==> config.mk <==
export PLATFORM = sky130hd
export DESIGN_NAME = misr16
export DESIGN_NICKNAME = d
export VERILOG_FILES = /design/src/rtl/adder_pkg.sv /design/src/rtl/misr16.sv
export SDC_FILE = /design/constraint.sdc
export NUM_CORES = 1
export LEC_CHECK = 0
export BUFFER_PORTS_ARGS = -buffer_cell sky130_fd_sc_hd__clkbuf_2
export CAP_MARGIN = 10
export CORE_AREA = 2 2 39 41
export DETAILED_ROUTE_END_ITERATION = 12
export DIE_AREA = 0 0 41 43
export GPL_TIMING_DRIVEN = 0
export PLACE_DENSITY = 0.57
export REMOVE_ABC_BUFFERS = 1
export SYNTH_ARGS = -nofsm -noshare
export SYNTH_HDL_FRONTEND = slang
export SYNTH_SLANG_ARGS = --single-unit
==> constraint.sdc <==
create_clock -name vclk -period 1.4
set_input_delay 0.07 -clock vclk [all_inputs]
set_output_delay 0.07 -clock vclk [all_outputs]
set_load 0.1 [all_outputs]
==> src/rtl/adder_pkg.sv <==
// Shared definitions for the adder stimulus/response family:
// default operand width, signature constants and the checker state encoding.
package adder_pkg;

    localparam int ADDER_WIDTH = 4;

    localparam logic [15:0] MISR_MASK = 16'h1021;
    localparam logic [15:0] MISR_SEED = 16'hFFFF;

    typedef enum logic [1:0] {
        ST_IDLE = 2'd0,
        ST_RUN  = 2'd1,
        ST_DONE = 2'd2
    } state_e;

endpackage

==> src/rtl/misr16.sv <==
// Combinational next-state function of the 16-bit Galois MISR used for
// response signatures; shared by stimulus and signature blocks.
module misr16
    import adder_pkg::*;
(
    input  logic [15:0] i_sig,
    input  logic [15:0] i_data,
    output logic [15:0] o_sig_next
);

    logic [15:0] w_shifted;

    assign w_shifted  = {i_sig[14:0], 1'b0} ^ (i_sig[15] ? MISR_MASK : 16'h0000);
    assign o_sig_next = w_shifted ^ i_data;

endmodule

==> results by group, run 1 <==
Status
  – Status: finished clean

Finish
  – FF+latch count: 0
  – Share of cells above drive strength 1: 76.6%
  – Ant diodes: 0
  – P&R area growth vs syn: 150%
  – # nets final: 98
  – Clock Buffer Count: 0
  – Non-Filler Instances: 80
  – FILL cells: 154
  – Reg area: 0 sq um
  – Footprint of the multi-input gates: 174 sq um

Floorplan
  – # IOs: 48
  – Initial core utilization: 12.6%
  – Die H: 43 um
  – FP Rows: 14
  – Placeable Area: 0.00138 sq mm
  – Die X: 41 um
  – Die area: 0.00176 sq mm

Clock tree
  – PostCTS Resize Cnt: 0
  – Postcts setup bufs: 0
  – Hold Buf Count CTS: 0

Detailed routing
  – Detail Route Antenna Nets: 0
  – Pre-Repair DR Iteration Count: 1
  – Iter 0 DRT Violations: 0
  – Routed len/inst: 7.06 um
  – Routed WL: 565 um
  – Via count: 288
  – DRC viols: 0
  – Vias/cell: 3.60

Timing
  – Fin. Hold Viols: 0
  – Worst Max-Slew Pin Slew: 0.545 ns
  – # setup viols final: 0
  – RSZ-0062 raised after global routing: no
  – Fin. max-slew vios: 0
  – Highest Clock Rate: 0.921 GHz
  – Rel. slew slack: 63.8%
  – Hold Slack: 0.637 ns
  – Tcrit/Tclk final: 77.6%
  – Min cycle time layout: 1.09 ns

Global route
  – Grt met2 use: 16.3%
  – Grt met1 use: 3.54%
  – Largest net degree at the start of global routing: 4
  – Total track usage: 6.33%
  – Remaining global-route overflow: 0
  – GRT busiest layer: met2
  – Initial antenna violation count: 0
  – Grt met3 use: 0%
  – Vias in the first global route: 267
  – First-pass GRT wire length: 848 um

Placed design
  – Cells after DPL: 80
  – Input/output buffers: 48
  – RePlAce Congestion: 0.610
  – Dpl hpwl: 590 um

Min path
  – Hold Path Stages: 3
  – Hold Startpoint: i_sig[1]
  – Worst Hold End: o_sig_next[2]
  – Hold WC Path Type: in -> out

Setup path
  – Critical path startpoint category: input port
  – Crit path required time: 1.33 ns
  – Critical path type: in -> out
  – Worst EP arrival: 1.02 ns
  – Critical path capture point type: primary output
  – Critical Path Fanout Max: 1

Synthesis
  – Area contributors post-synth: xor2_1, xor3_4, xor3_1
  – Post-synth top area cell: xor2_1
  – Mean Syn Cell Area: 10.9 sq um
  – Share of the synthesized area in the top cell type: 70.5%
  – Mapped Area: 174 sq um
  – Post-synth cell types: 3
  – Post-Syn Instances: 16
  – Register area share after synthesis: 0%
  – Ys Warns: 0

Power
  – Leak: 0.291 nW
  – Max VDD drop: 0.000399 V
  – Pwr per Cell Area: 1200 mW/mm^2

Job
  – Max-cap violations: 0
-- cell usage in the layout, fill, tap and decap left out, drive strengths merged --
cell	Yosys	final
xor3	2	2
xor2	14	14
clkbuf	0	48
-- power breakdown --
| part | leakage (nW) | switching, W | total (W) | internal [W] |
|---|---|---|---|---|
| sequential | 0 | 0 | 0 | 0 |
| clock | 0 | 0 | 0 | 0 |
| combinational | 0.291 | 0.000428 | 0.000523 | 0.0000954 |
-- critical path: stages --
cell and delay, ns:
clkbuf_2 0.08, xor3_4 0.42, clkbuf_2 0.45
-- cell families after synthesis --
kind of cell / count (synthesis) / synth area share (%)
XOR/XNOR: 16 / 100
-- Yosys cell counts --
library cell  instances
xor2_1               14
xor3_1                1
xor3_4                1
-- metrics by stage --
step / power, W / instance area, sq um / setup TNS, ns / util (%) / setup WS, ns
after detailed placement: 0.000526 / 434 / 0 / 31.4 / 0.300
after floorplan: 0.000427 / 174 / -2.37 / - / -0.170
final: 0.000523 / 434 / 0 / 31.4 / 0.314
after global placement: 0.000523 / 434 / 0 / 31.4 / 0.322
after CTS: 0.000526 / 434 / 0 / 31.4 / 0.300
after global routing: 0.000542 / 434 / 0 / 31.4 / 0.289
-- how the worst max path moves through the flow --
stage,from,endpoint,slack (ns),depth (start not counted)
floorplan,i_sig[15],o_sig_next[0],-0.17,1
global placement,i_sig[11],o_sig_next[12],0.32,3
detailed placement,i_sig[11],o_sig_next[12],0.30,3
CTS,i_sig[11],o_sig_next[12],0.30,3
global route,i_sig[11],o_sig_next[12],0.29,3
finish,i_sig[11],o_sig_next[12],0.31,3
-- layout make-up --
class | count | share of cell area, %
Tap cell | 16 | 4.61
Timing Repair Buffer | 48 | 55.3
Multi-Input combinational cell | 16 | 40.1
-- layer usage --
metal	wire, um	share of wire [%]
met5	0	0
met4	0	0
met3	57	10
met2	399	71
met1	108	19
Power figures use the tool's default switching activity.
==> inputs of run 2 (changes only) <==
--- a/config.mk
+++ b/config.mk
@@ -11,7 +11,7 @@
 export DETAILED_ROUTE_END_ITERATION = 12
 export DIE_AREA = 0 0 41 43
 export GPL_TIMING_DRIVEN = 0
-export PLACE_DENSITY = 0.57
+export PLACE_DENSITY = 0.59
 export REMOVE_ABC_BUFFERS = 1
 export SYNTH_ARGS = -nofsm -noshare
 export SYNTH_HDL_FRONTEND = slang
==> constraint.sdc (replaced) <==
create_clock -name vclk -period 0.95
set_input_delay 0.0475 -clock vclk [all_inputs]
set_output_delay 0.0475 -clock vclk [all_outputs]
set_load 0.1 [all_outputs]
==> run 2 against run 1 <==
Against the previous run:
- cell count did not move
- final area rose by 1.2%
- global-route usage fell by 0.31 points
- sequential share of layout area did not move
- power rose by 49%
- count of clock-buffer cells in the layout did not move
- combinational power rose by 49%
- non-clock buffer count did not move
- wire length fell by 0.71%
- via count fell by 1.0%
- die area did not move
- critical path type unchanged
==> results by group, run 2 (synthesis results as in run 1) <==
Status
  – Status: finished clean

Global route
  – Vias in the first global route: 248 (-7.1%)
  – First-pass GRT wire length: 800 um (-5.7%)
  – Initial antenna violation count: 0 (unchanged)
  – Largest net degree at the start of global routing: 4 (unchanged)
  – Total track usage: 6.02% (-0.31 points)
  – Remaining global-route overflow: 0 (unchanged)

Floorplan
  – # IOs: 48 (unchanged)
  – Die X: 41 um (unchanged)
  – FP Rows: 14 (unchanged)
  – Placeable Area: 0.00138 sq mm (unchanged)
  – Die area: 0.00176 sq mm (unchanged)
  – Die H: 43 um (unchanged)
  – Initial core utilization: 12.6% (unchanged)

Min path
  – Worst Hold End: o_sig_next[0]
  – Hold Startpoint: i_data[0]
  – Hold Path Stages: 3 (unchanged)
  – Hold WC Path Type: in -> out

Timing
  – Hold Slack: 0.589 ns (-0.0485 ns)
  – Tcrit/Tclk final: 95.6%
  – RSZ-0062 raised after global routing: no
  – Highest Clock Rate: 1.10 GHz
  – # setup viols final: 0 (unchanged)
  – Min cycle time layout: 0.908 ns
  – Fin. max-slew vios: 0 (unchanged)
  – Worst Max-Slew Pin Slew: 0.556 ns (+0.0103 ns)
  – Fin. Hold Viols: 0 (unchanged)
  – Setup_tns: 0 ns (unchanged)
  – Rel. slew slack: 63.1% (-0.69 points)

Power
  – Max VDD drop: 0.000615 V (+54%)
  – Pwr per Cell Area: 1780 mW/mm^2 (+47%)
  – Pwr Total: 0.000780 W (+49%)
  – Leak: 0.292 nW (+0.38%)

Placed design
  – Dpl hpwl: 576 um (-2.3%)
  – Input/output buffers: 48 (unchanged)
  – Post-DP Area: 434 sq um (unchanged)
  – RePlAce Congestion: 0.595 (-2.4%)

Setup path
  – Critical path capture point type: primary output
  – Crit path required time: 0.90 ns (-0.43 ns)
  – Critical path startpoint category: input port
  – Worst EP arrival: 0.86 ns (-0.16 ns)
  – Critical Path Fanout Max: 3 (+2)
  – CP max stage delay: 0.40 ns (-0.05 ns)
  – Crit-path cells: clkbuf_2 -> xor3_1 -> clkbuf_4
  – Critical path type: in -> out
  – Buffers and inverters on the worst path: 2 (unchanged)
  – CP delay by family, top: buffers and inverters
  – Critical-path top delay cell: xor3_1

Detailed routing
  – Routed WL: 561 um (-0.71%)
  – Via count: 285 (-1.0%)
  – Pre-Repair DR Iteration Count: 2 (+1)
  – Routed len/inst: 7.01 um (-0.71%)
  – Vias/cell: 3.56 (-1.0%)
  – DRC viols: 0 (unchanged)
  – Detail Route Antenna Nets: 0 (unchanged)
  – Iter 0 DRT Violations: 1 (+1)

Finish
  – Most frequent cells in the layout: clkbuf_2, xor2_1
  – FILL cells: 151 (-1.9%)
  – Clock Buffer Count: 0 (unchanged)
  – Leading cell type in the layout, fill and taps excluded: clkbuf_2
  – Footprint of the multi-input gates: 174 sq um (unchanged)
  – P&R area growth vs syn: 153%
  – FF+latch count: 0 (unchanged)
  – Post-route cell area: 439 sq um (+1.2%)
  – Fin util: 31.7% (+0.36 points)
  – Ant diodes: 0 (unchanged)
  – Share of cells above drive strength 1: 76.6% (unchanged)
  – # nets final: 98 (unchanged)
  – Reg area: 0 sq um (unchanged)

Job
  – Max-cap violations: 0 (unchanged)

Clock tree
  – Hold Buf Count CTS: 0 (unchanged)
  – PostCTS Resize Cnt: 2 (+2)
  – Postcts setup bufs: 0 (unchanged)
==> run 2: worst max-delay path by stage <==
stage              start             end  slack (ns)  cells after the start
5_1_grt        i_sig[15]   o_sig_next[5]        0.02                      3
3_3_place_gp   i_sig[11]  o_sig_next[12]       -0.08                      3
4_1_cts        i_sig[15]  o_sig_next[12]       0.002                      3
3_5_place_dp   i_sig[11]  o_sig_next[12]       -0.10                      3
2_1_floorplan  i_sig[15]   o_sig_next[0]       -0.57                      1
6_report       i_sig[15]   o_sig_next[5]        0.04                      3
==> run 2: power by group <==
part           internal (W)  leakage [nW]  total [W]  switching [W]
Clock                     0             0          0              0
Sequential                0             0          0              0
Combinational      0.000148         0.292   0.000780       0.000632
Total              0.000148         0.292   0.000780       0.000632
==> run 2: cell type report <==
class,instances,area share (%)
multi-input combinational,16,39.6
tap,16,4.56
timing repair buffer,48,55.8
==> run 2: routing by layer <==
metal / up-vias / GRT usage, % / wire length [um] / share of wire (%)
met5: - / 0 / 0 / 0
met4: 0 / 0 / 0 / 0
met3: 0 / 0 / 59 / 11
met1: 121 / 4.17 / 127 / 23
li1: 146 / - / - / -
met2: 18 / 14.7 / 375 / 67
==> run 2: metrics by stage <==
step                setup WS (ns)  cells
floorplan                  -0.575     16
global placement          -0.0824     80
detailed placement         -0.102     80
CTS                       0.00218     80
global route               0.0158     80
finish                     0.0420     80
==> inputs of run 3 (changes only) <==
--- a/config.mk
+++ b/config.mk
@@ -10,7 +10,7 @@
 export CORE_AREA = 2 2 39 41
 export DETAILED_ROUTE_END_ITERATION = 12
 export DIE_AREA = 0 0 41 43
-export GPL_TIMING_DRIVEN = 0
+export GPL_TIMING_DRIVEN = 1
 export PLACE_DENSITY = 0.59
 export REMOVE_ABC_BUFFERS = 1
 export SYNTH_ARGS = -nofsm -noshare
==> run 3 against run 2 <==
Against the previous run:
- die area unchanged
- critical endpoint is now o_sig_next[12]
- first-iteration DRC count unchanged
- highest routed layer unchanged
- sequential share of layout area unchanged
- cell count unchanged
==> results by group, run 3 (synthesis results as in run 1) <==
Status
  – Status: finished clean

Placed design
  – Post-DP Area: 674 sq um (+55%)
  – Cells after DPL: 80 (unchanged)
  – Input/output buffers: 48 (unchanged)
  – Dpl hpwl: 659 um (+14%)
  – RePlAce Congestion: 0.598 (+0.59%)

Global route
  – First-pass GRT wire length: 986 um (+23%)
  – Total track usage: 7.42% (+1.4 points)
  – Vias in the first global route: 300 (+21%)
  – Largest net degree at the start of global routing: 4 (unchanged)
  – Initial antenna violation count: 0 (unchanged)
  – Remaining global-route overflow: 0 (unchanged)

Power
  – Max VDD drop: 0.000627 V (+1.9%)
  – Internal: 0.000375 W (+150%)
  – Clk pwr share: 0% (unchanged)
  – Comb pwr share: 100.0% (about the same)
  – Seq pwr share: 0% (unchanged)
  – Switch Pwr: 0.000676 W (+7.1%)
  – Leak: 0.375 nW (+28%)
  – Sw frac: 64.3% (-17 points)
  – Pwr Total: 0.00105 W (+35%)
  – Pwr per Cell Area: 1560 mW/mm^2 (-12%)

Clock tree
  – Hold Buf Count CTS: 0 (unchanged)
  – PostCTS Resize Cnt: 0 (-2)
  – Postcts setup bufs: 0 (unchanged)

Detailed routing
  – Detail Route Antenna Nets: 0 (unchanged)
  – Via count: 300 (+5.3%)
  – Pre-Repair DR Iteration Count: 2 (unchanged)
  – Highest Signal Layer: met3
  – Met3 WL: 76 um (+29%)
  – Metal-1 WL: 130 um (+2.4%)
  – DRC viols: 0 (unchanged)
  – Met2 WL: 427 um (+14%)
  – Routed len/inst: 7.93 um (+13%)
  – Vias/cell: 3.75 (+5.3%)
  – Iter 0 DRT Violations: 1 (unchanged)
  – Routed WL: 634 um (+13%)

Finish
  – Non-Filler Instances: 80 (unchanged)
  – Share of cells above drive strength 1: 76.6% (unchanged)
  – Reg area: 0 sq um (unchanged)
  – # nets final: 98 (unchanged)
  – FILL cells: 130 (-14%)
  – Post-route cell area: 674 sq um (+54%)
  – FF+latch count: 0 (unchanged)
  – Most frequent cells in the layout: clkbuf_2, buf_12, xor2_1
  – Fin util: 48.7% (+17 points)
  – Clock Buffer Count: 0 (unchanged)
  – Leading cell type in the layout, fill and taps excluded: clkbuf_2
  – Ant diodes: 0 (unchanged)
  – P&R area growth vs syn: 288%

Timing
  – Tcrit/Tclk final: 89.7% (-5.9 points)
  – Highest Clock Rate: 1.17 GHz (+6.6%)
  – Rel. slew slack: 82.8% (+20 points)
  – Fin. Hold Viols: 0 (unchanged)
  – Min cycle time layout: 0.852 ns (-0.0562 ns)
  – # setup viols final: 0 (unchanged)
  – Fin. max-slew vios: 0 (unchanged)
  – RSZ-0062 raised after global routing: no
  – Worst Max-Slew Pin Slew: 0.257 ns (-0.299 ns)
  – Hold Slack: 0.432 ns (-0.157 ns)

Setup path
  – Critical path startpoint category: input port
  – Crit-path cells: clkbuf_2 -> xor3_4 -> buf_12
  – Worst EP arrival: 0.80 ns (-0.06 ns)
  – Critical path capture point type: primary output
  – CP max stage delay: 0.46 ns (+0.06 ns)
  – Critical Path Fanout Max: 3 (unchanged)
  – Critical-path top delay cell: xor3_4
  – Crit path required time: 0.90 ns (about the same)
  – Critical path type: in -> out

Floorplan
  – Placeable Area: 0.00138 sq mm (unchanged)
  – # IOs: 48 (unchanged)
  – Die H: 43 um (unchanged)
  – Die area: 0.00176 sq mm (unchanged)
  – Initial core utilization: 12.6% (unchanged)
  – Die X: 41 um (unchanged)
  – FP Rows: 14 (unchanged)

Min path
  – Hold Path Stages: 3 (unchanged)
  – Hold WC Path Type: in -> out

Job
  – Max-cap violations: 0 (unchanged)
## run 3: cell type report
class / count / area, sq um / area share, %
timing repair buffer: 48 / 480 / 71.2
tap: 16 / 20.0 / 2.97
multi-input combinational: 16 / 174 / 25.8
## run 3: power groups by stage
stage,clock network [W],registers [W],logic (W)
after floorplan,0,0,0.000630
after global placement,0,0,0.00105
after detailed placement,0,0,0.00106
after CTS,0,0,0.00106
after global routing,0,0,0.00108
final,0,0,0.00105
## run 3: per-layer routing
| layer | track usage (%) | vias to the layer above |
|---|---|---|
| met5 | 0 | - |
| met4 | 0 | 0 |
| met3 | 0 | 0 |
| met2 | 18.4 | 18 |
| met1 | 4.81 | 135 |
| li1 | - | 147 |
## run 3: worst max-delay path, delay by kind of cell
kind | cells | cell delay (ns)
xor gates and xnor gates | 1 | 0.46
buffers and inverters | 2 | 0.30
## run 3: final timing paths
check  slack, ns  startpoint              to
max          0.1   i_sig[15]  o_sig_next[12]
min         0.43    i_sig[2]   o_sig_next[3]
## run 3: metrics by stage
| stage | TNS (ns) | setup slack, ns |
|---|---|---|
| after detailed placement | 0 | 0.0949 |
| after global routing | 0 | 0.0794 |
| after floorplan | -8.22 | -0.575 |
| after global placement | 0 | 0.102 |
| after CTS | 0 | 0.0951 |
| final | 0 | 0.0982 |
